File: config.mk
export PLATFORM = sky130hd
export DESIGN_NAME = dvp_rgb565_capture
export DESIGN_NICKNAME = d
export VERILOG_FILES = /design/src/rtl/video_pkg.sv /design/src/rtl/dvp_sync_edge.sv /design/src/rtl/dvp_rgb565_capture.sv
export SDC_FILE = /design/constraint.sdc
export NUM_CORES = 1
export LEC_CHECK = 0
export BUFFER_PORTS_ARGS = -buffer_cell sky130_fd_sc_hd__buf_2
export CELL_PAD_IN_SITES_DETAIL_PLACEMENT = 1
export CELL_PAD_IN_SITES_GLOBAL_PLACEMENT = 2
export CORE_MARGIN = 1
export CORE_UTILIZATION = 34
export CTS_BUF_LIST = sky130_fd_sc_hd__clkbuf_8 sky130_fd_sc_hd__clkbuf_16
export CTS_CLUSTER_SIZE = 25
export DETAILED_ROUTE_END_ITERATION = 12
export GPL_TIMING_DRIVEN = 0
export PLACE_DENSITY = 0.85
export SLEW_MARGIN = 10
export SYNTH_ARGS = -nofsm -noshare
export SYNTH_HDL_FRONTEND = slang
export SYNTH_SLANG_ARGS = --single-unit
File: constraint.sdc
create_clock -name clk -period 2.4 [get_ports clk]
set_input_delay 0.12 -clock clk [delete_from_list [all_inputs] [get_ports clk]]
set_output_delay 0.12 -clock clk [all_outputs]
set_load 0.05 [all_outputs]
File: src/rtl/video_pkg.sv
// Shared video-path types and constants: capture FSM states, RGB565 field
// layout and the coordinate width used by the DVP capture block.
package video_pkg;

  typedef enum logic [1:0] {
    ST_IDLE    = 2'd0,
    ST_SKIP    = 2'd1,
    ST_WAIT_VS = 2'd2,
    ST_ACTIVE  = 2'd3
  } cap_state_t;

  localparam int COORD_W = 12;

  localparam int RGB_R_LSB = 11;
  localparam int RGB_R_W   = 5;
  localparam int RGB_G_LSB = 5;
  localparam int RGB_G_W   = 6;
  localparam int RGB_B_LSB = 0;
  localparam int RGB_B_W   = 5;

  localparam logic [COORD_W-1:0] COORD_MAX = '1;

  function automatic logic [COORD_W-1:0] coord_sat_inc(
    input logic [COORD_W-1:0] v,
    input logic [COORD_W-1:0] lim
  );
    return (v >= lim) ? lim : v + 1'b1;
  endfunction

endpackage

File: src/rtl/dvp_sync_edge.sv
// Registers DVP vsync/href once on the pixel clock and derives one-cycle
// rise/fall strobes from the registered copies.
module dvp_sync_edge #(
  parameter bit VS_POL = 1'b1
) (
  input  logic clk,
  input  logic rst_n,
  input  logic i_vsync,
  input  logic i_href,
  output logic o_vs_r,
  output logic o_href_r,
  output logic o_vs_rise,
  output logic o_vs_fall,
  output logic o_href_rise,
  output logic o_href_fall
);

  logic r_vs, r_vs_q, r_href, r_href_q;

  // vsync resets to its active-video level so a sensor already mid-frame
  // does not look like blanking right after reset.
  always_ff @(posedge clk or negedge rst_n) begin
    if (!rst_n) begin
      r_vs     <= ~VS_POL;
      r_vs_q   <= ~VS_POL;
      r_href   <= 1'b0;
      r_href_q <= 1'b0;
    end else begin
      r_vs     <= i_vsync;
      r_vs_q   <= r_vs;
      r_href   <= i_href;
      r_href_q <= r_href;
    end
  end

  assign o_vs_r      = r_vs;
  assign o_href_r    = r_href;
  assign o_vs_rise   = r_vs & ~r_vs_q;
  assign o_vs_fall   = ~r_vs & r_vs_q;
  assign o_href_rise = r_href & ~r_href_q;
  assign o_href_fall = ~r_href & r_href_q;

endmodule

File: src/rtl/dvp_rgb565_capture.sv
// OV5640 DVP capture: pairs bytes into RGB565 beats with x/y coordinates and
// frame markers. Define DVP_LINE_CHECK_EN to build the sticky line-length checker.
module dvp_rgb565_capture
  import video_pkg::*;
#(
  parameter int H_ACTIVE    = 480,
  parameter int V_ACTIVE    = 272,
  parameter int SKIP_FRAMES = 10,
  parameter bit VS_POL      = 1'b1
) (
  input  logic                clk,
  input  logic                rst_n,
  input  logic                cam_vsync,
  input  logic                cam_href,
  input  logic [7:0]          cam_data,
  output logic [15:0]         o_data,
  output logic                o_valid,
  output logic [COORD_W-1:0]  o_x,
  output logic [COORD_W-1:0]  o_y,
  output logic                o_sof,
  output logic                o_eof,
  output logic [7:0]          o_frame_cnt,
  output logic                o_err
);

  localparam logic [COORD_W-1:0] H_LIM     = COORD_W'(H_ACTIVE);
  localparam logic [COORD_W-1:0] V_LIM     = COORD_W'(V_ACTIVE);
  localparam logic [7:0]         SKIP_INIT = 8'(SKIP_FRAMES);

  logic w_vs_r, w_href_r, w_vs_rise, w_vs_fall, w_href_rise, w_href_fall;
  logic w_vs_enter, w_vs_exit, w_blank;

  dvp_sync_edge #(.VS_POL(VS_POL)) u_sync (
    .clk         (clk),
    .rst_n       (rst_n),
    .i_vsync     (cam_vsync),
    .i_href      (cam_href),
    .o_vs_r      (w_vs_r),
    .o_href_r    (w_href_r),
    .o_vs_rise   (w_vs_rise),
    .o_vs_fall   (w_vs_fall),
    .o_href_rise (w_href_rise),
    .o_href_fall (w_href_fall)
  );

  assign w_blank    = (w_vs_r == VS_POL);
  assign w_vs_enter = VS_POL ? w_vs_rise : w_vs_fall;
  assign w_vs_exit  = VS_POL ? w_vs_fall : w_vs_rise;

  logic [7:0] r_d_p0;
  logic [7:0] r_hi_p1;

  always_ff @(posedge clk) begin
    r_d_p0 <= cam_data;
  end

  cap_state_t r_state, w_state_nxt;
  logic [7:0] r_skip_cnt;
  logic       w_frame_start, w_frame_end;

  always_ff @(posedge clk or negedge rst_n) begin
    if (!rst_n) r_state <= ST_IDLE;
    else        r_state <= w_state_nxt;
  end

  always_comb begin
    w_state_nxt   = r_state;
    w_frame_start = 1'b0;
    w_frame_end   = 1'b0;
    case (r_state)
      ST_IDLE: begin
        if (w_blank) w_state_nxt = (SKIP_INIT == 8'd0) ? ST_WAIT_VS : ST_SKIP;
      end
      ST_SKIP: begin
        if (r_skip_cnt == 8'd0 && w_blank) w_state_nxt = ST_WAIT_VS;
      end
      ST_WAIT_VS: begin
        if (w_vs_exit) begin
          w_state_nxt   = ST_ACTIVE;
          w_frame_start = 1'b1;
        end
      end
      ST_ACTIVE: begin
        if (w_vs_enter) begin
          w_state_nxt = ST_WAIT_VS;
          w_frame_end = 1'b1;
        end
      end
      default: w_state_nxt = ST_IDLE;
    endcase
  end

  // One count per settling frame, taken as the sensor leaves blanking.
  always_ff @(posedge clk or negedge rst_n) begin
    if (!rst_n) begin
      r_skip_cnt <= 8'd0;
    end else if (r_state == ST_IDLE && w_blank) begin
      r_skip_cnt <= SKIP_INIT;
    end else if (r_state == ST_SKIP && w_vs_exit && r_skip_cnt != 8'd0) begin
      r_skip_cnt <= r_skip_cnt - 8'd1;
    end
  end

  logic                r_phase, r_line_pix, r_sof_arm;
  logic [COORD_W-1:0]  r_x, r_y;
  logic [7:0]          r_frame_cnt;
  logic                w_capture, w_phase_eff, w_pix_done, w_in_win, w_beat;

  // A frame-end edge wins over capture, so a pixel completing on that cycle is dropped.
  assign w_capture   = (r_state == ST_ACTIVE) && !w_vs_enter;
  assign w_phase_eff = r_phase & ~w_href_rise;
  assign w_pix_done  = w_capture && w_href_r && w_phase_eff;
  assign w_in_win    = (r_x < H_LIM) && (r_y < V_LIM);
  assign w_beat      = w_pix_done && w_in_win;

  always_ff @(posedge clk) begin
    if (w_capture && w_href_r && !w_phase_eff) r_hi_p1 <= r_d_p0;
  end

  // Output stage: data, coordinates and strobes leave together.
  always_ff @(posedge clk or negedge rst_n) begin
    if (!rst_n) begin
      r_phase     <= 1'b0;
      r_line_pix  <= 1'b0;
      r_sof_arm   <= 1'b0;
      r_x         <= '0;
      r_y         <= '0;
      r_frame_cnt <= 8'd0;
      o_data      <= 16'd0;
      o_valid     <= 1'b0;
      o_x         <= '0;
      o_y         <= '0;
      o_sof       <= 1'b0;
      o_eof       <= 1'b0;
    end else begin
      o_valid <= 1'b0;
      o_sof   <= 1'b0;
      o_eof   <= 1'b0;
      if (w_frame_start) begin
        r_x        <= '0;
        r_y        <= '0;
        r_phase    <= 1'b0;
        r_line_pix <= 1'b0;
        r_sof_arm  <= 1'b1;
      end else if (w_frame_end) begin
        r_phase     <= 1'b0;
        r_line_pix  <= 1'b0;
        r_frame_cnt <= r_frame_cnt + 8'd1;
        o_eof       <= 1'b1;
      end else if (w_capture) begin
        if (w_href_r) begin
          r_phase <= ~w_phase_eff;
          if (w_pix_done) begin
            r_x        <= coord_sat_inc(r_x, COORD_MAX);
            r_line_pix <= 1'b1;
            r_sof_arm  <= 1'b0;
            if (w_beat) begin
              o_valid <= 1'b1;
              o_data  <= {r_hi_p1, r_d_p0};
              o_x     <= r_x;
              o_y     <= r_y;
              o_sof   <= r_sof_arm;
            end
          end
        end else if (w_href_fall) begin
          r_phase    <= 1'b0;
          r_x        <= '0;
          r_line_pix <= 1'b0;
          if (r_line_pix) r_y <= coord_sat_inc(r_y, V_LIM);
        end
      end
    end
  end

  assign o_frame_cnt = r_frame_cnt;

`ifdef DVP_LINE_CHECK_EN
  logic r_err;

  always_ff @(posedge clk or negedge rst_n) begin
    if (!rst_n) begin
      r_err <= 1'b0;
    end else if (w_capture && w_href_fall && r_y < V_LIM && r_x != H_LIM) begin
      r_err <= 1'b1;
    end
  end

  assign o_err = r_err;
`else
  assign o_err = 1'b0;
`endif

endmodule

==> flow_summary_export.csv <==
group,metric,value,unit
status,status,"completed",
logic_synthesis,post-synth-top-count-cell,"dfrtp_1",
cells_and_area,layout.nets,479,
route,ant_nets,0,
pwr,p_per_area,961,mW/mm^2
cells_and_area,final_layout_size_suffix_gt1_frac,0.296,
route,drt_iter0_markers,151,
sta,slew_violations,0,
worst_setup_path,worst_r2r_path_depth,6,
route,first_pass_iters,4,
die,boundaryPins,64,
logic_synthesis,syn-num-nets,395,
route,drc,0,
place,dpl.hpwl,7.25,mm
sta,worstMarginPinSlew,916,ps
clock_network,htree_levels,3,
global_routing,first_global_vias,3498,
worst_setup_path,r2r-end,"o_data[10]",
worst_setup_path,critical_path.top_delay_family,"simple AND/OR/NAND/NOR gates",
logic_synthesis,synth_edf_count,8,
worst_setup_path,r2r-start,"r_state[1]",
sta,tns,0,ps
logic_synthesis,ys_top_cells_by_count,"92 x dfrtp_1, 33 x mux2_2, 19 x o21ai_0",
die,core,0.0128,mm^2
clock_network,clk_pin_slew_worst_paths,80,ps
logic_synthesis,synthCells,377,
sta,max_slew_margin,0.381,
die,die_h,118,um
worst_setup_path,cp_cell_sequence,"buf_2 -> nand2_1 -> nor3_4 -> nand4_1 -> clkbuf_2 -> mux2_1",
cells_and_area,antenna_cells,0,
worst_setup_path,critPathMaxFanout,10,
cells_and_area,area.growth.synth_to_final,22.6,%
logic_synthesis,ys_seq_area_frac,0.595,
worst_setup_path,setup.worst_path.end_class,"flop",
sta,max_freq,0.449,GHz
place,post-place-ws,-63.3,ps
pwr,leakagePower,2.63,nW
global_routing,grt_pass1_wl,18.2,mm
cells_and_area,postLayoutCoreUtil,0.434,
sta,rsz0062_at_grt,"false",
place,place_congestion,0.789,
die,die_w,118,um
min_path,holdCritPathClass,"in -> async",
die,rows,41,
clock_network,cts_buffers,9,
logic_synthesis,yosysWarnings,0,
sta,fin_crit_sh,0.928,
logic_synthesis,ys_types,67,
global_routing,grt_remaining_overflow,0,
pwr,max-vdd-ir-drop,369,uV
logic_synthesis,synth_flop_cell,"dfrtp_1",
worst_setup_path,slowest_stage,"nor3_4",
sta,setup_viol,0,
die,start_util,0.354,
clock_network,root_buffer,"clkbuf_16",
worst_setup_path,worstSetupStartpointType,"flop",
global_routing,grt_usage,0.165,
route,dr_total_vias,3297,
worst_setup_path,worstSetupPathType,"reg -> reg",
clock_network,clockBufferDepth,2,
logic_synthesis,synth_top_area_cell,"dfrtp_1",
run,maxCapViolations,0,
sta,postLayoutSetupSlackWorst,173,ps
die,dieArea,0.0138,mm^2
route,vias_per_cell,5.17,
sta,period_needed,2230,ps
clock_network,clk_latency,360,ps
logic_synthesis,synth.cell_area,0.00455,mm^2
route,drt-total-wl,10.7,mm
worst_setup_path,critical_path_required,2640,ps
logic_synthesis,synth_top_area_frac,0.506,
sta,hold_viol,0,
worst_setup_path,rrSetupSlack,170,ps
logic_synthesis,synth_seq_cells,108,
global_routing,antenna_found_initial,0,
worst_setup_path,cp_num_buf_inv,2,
worst_setup_path,slowest_delay,450,ps
logic_synthesis,synth.area.top_cells,"dfrtp_1 51%, mux2_2 8.2%, edfxtp_1 5.3%",
clock_network,clock_sinks,108,
logic_synthesis,async_flop_share,0.852,
place,io_buffers,62,
route,wl_per_cell,16.7,um
pwr,power,0.00535,W
worst_setup_path,worstPathArrival,2470,ps
logic_synthesis,syn_area_per_cell,12.1,um^2
clock_network,cts_tree,"done",
sta,finClkSkew,10.6,ps
global_routing,grt_max_degree,58,
clock_network,post_cts_buffers,0,
-- registers in the layout, indices dropped and copies added (netlist names), 12 cells and up --
name and count:
o_y 12, o_x 12, r_x 12, o_data 16, r_y 12
-- cell type report --
class | count | area [um^2]
multi-input cells | 234 | 1730
flip-flops and latches | 108 | 2700
repair buffers | 75 | 455
clock inverters | 7 | 103
plain buffers | 15 | 75.1
clock buffers | 9 | 225
inverters | 18 | 67.6
well taps | 172 | 215
fillers | 1415 | 7250
-- cells by family (layout without fill, tap and decap cells) --
family          count (synthesis)  count (layout)  share of synthesized area
compound gates                 77              77                      0.112
xor+xnor                        8               8                     0.0154
fa+ha+maj                       6               6                     0.0165
buf+inv                        35             124                     0.0328
flops                         108             108                      0.595
mux                            36              36                     0.0889
other cells                     1               1                   0.000825
simple gates                  106             106                      0.139
-- per-stage QoR --
step	hold WS, ps	area (um^2)	cells
2_1_floorplan	-176	4550	377
5_1_grt	319	5570	638
4_1_cts	292	5570	639
6_report	268	5570	638
3_3_place_gp	225	5070	611
3_5_place_dp	137	5120	613
-- repair_timing --
action	CTS	global route
setup endpoints to repair	37	34
hold buffers	11	0
gates cloned	0	0
hold endpoints to repair	45	0
resized for setup	4	2
-- cell usage in the layout, fill, tap and decap left out, drive strengths merged, types with 3 or more instances in the layout --
cell / netlist / final
nor2: 13 / 13
nor3: 7 / 7
inv: 18 / 21
nand4: 5 / 5
buf: 7 / 71
nand3: 12 / 12
dfrtp: 92 / 92
dlygate4sd3: 0 / 11
and2: 9 / 9
and4: 4 / 4
ha: 6 / 6
o31ai: 3 / 3
o22ai: 4 / 4
xor2: 3 / 3
o211ai: 3 / 3
clkinv: 0 / 3
xnor2: 5 / 5
nand2: 16 / 16
and3: 8 / 8
or4: 7 / 7
nor3b: 3 / 3
dfxtp: 8 / 8
clkbuf: 10 / 17
or3: 4 / 4
a32o: 3 / 3
edfxtp: 8 / 8
nor4: 5 / 5
o21ai: 19 / 19
a31oi: 4 / 4
a21oi: 18 / 18
mux2: 35 / 35
-- worst max path at each step --
stage | from | end | slack [ps] | cells past startpoint
after detailed placement | u_sync.o_vs_r | o_data[10] | -60 | 6
after global placement | u_sync.o_vs_r | r_hi_p1[7] | -570 | 3
final | r_state[1] | o_data[10] | 170 | 6
after CTS | u_sync.o_vs_r | o_y[7] | 40 | 6
after floorplan | u_sync.o_vs_r | r_hi_p1[0] | 160 | 3
after global routing | r_state[1] | o_y[7] | 9 | 6
-- worst register-to-register path, delay by kind of cell, from the launching register on --
kind | cells | cell delay [ps]
AND/OR/NAND/NOR | 3 | 970
multiplexers | 1 | 340
flip-flops | 1 | 350
buffers and inverters | 2 | 460
-- where the power goes --
part	switching, W	leakage, nW	internal (W)
logic	0.000984	1.09	0.000424
clock network	0.000777	0.160	0.000849
registers	0.000212	1.38	0.00211
total	0.00197	2.63	0.00338
-- layer usage --
metal  up-vias  GRT usage  routed length (um)
li1       1547          -                   -
met1      1680      0.216                4950
met2        56      0.264                5170
met3        14     0.0325                 327
met4         0     0.0737                 210
met5         -          0                   0
Power figures use the tool's default switching activity.
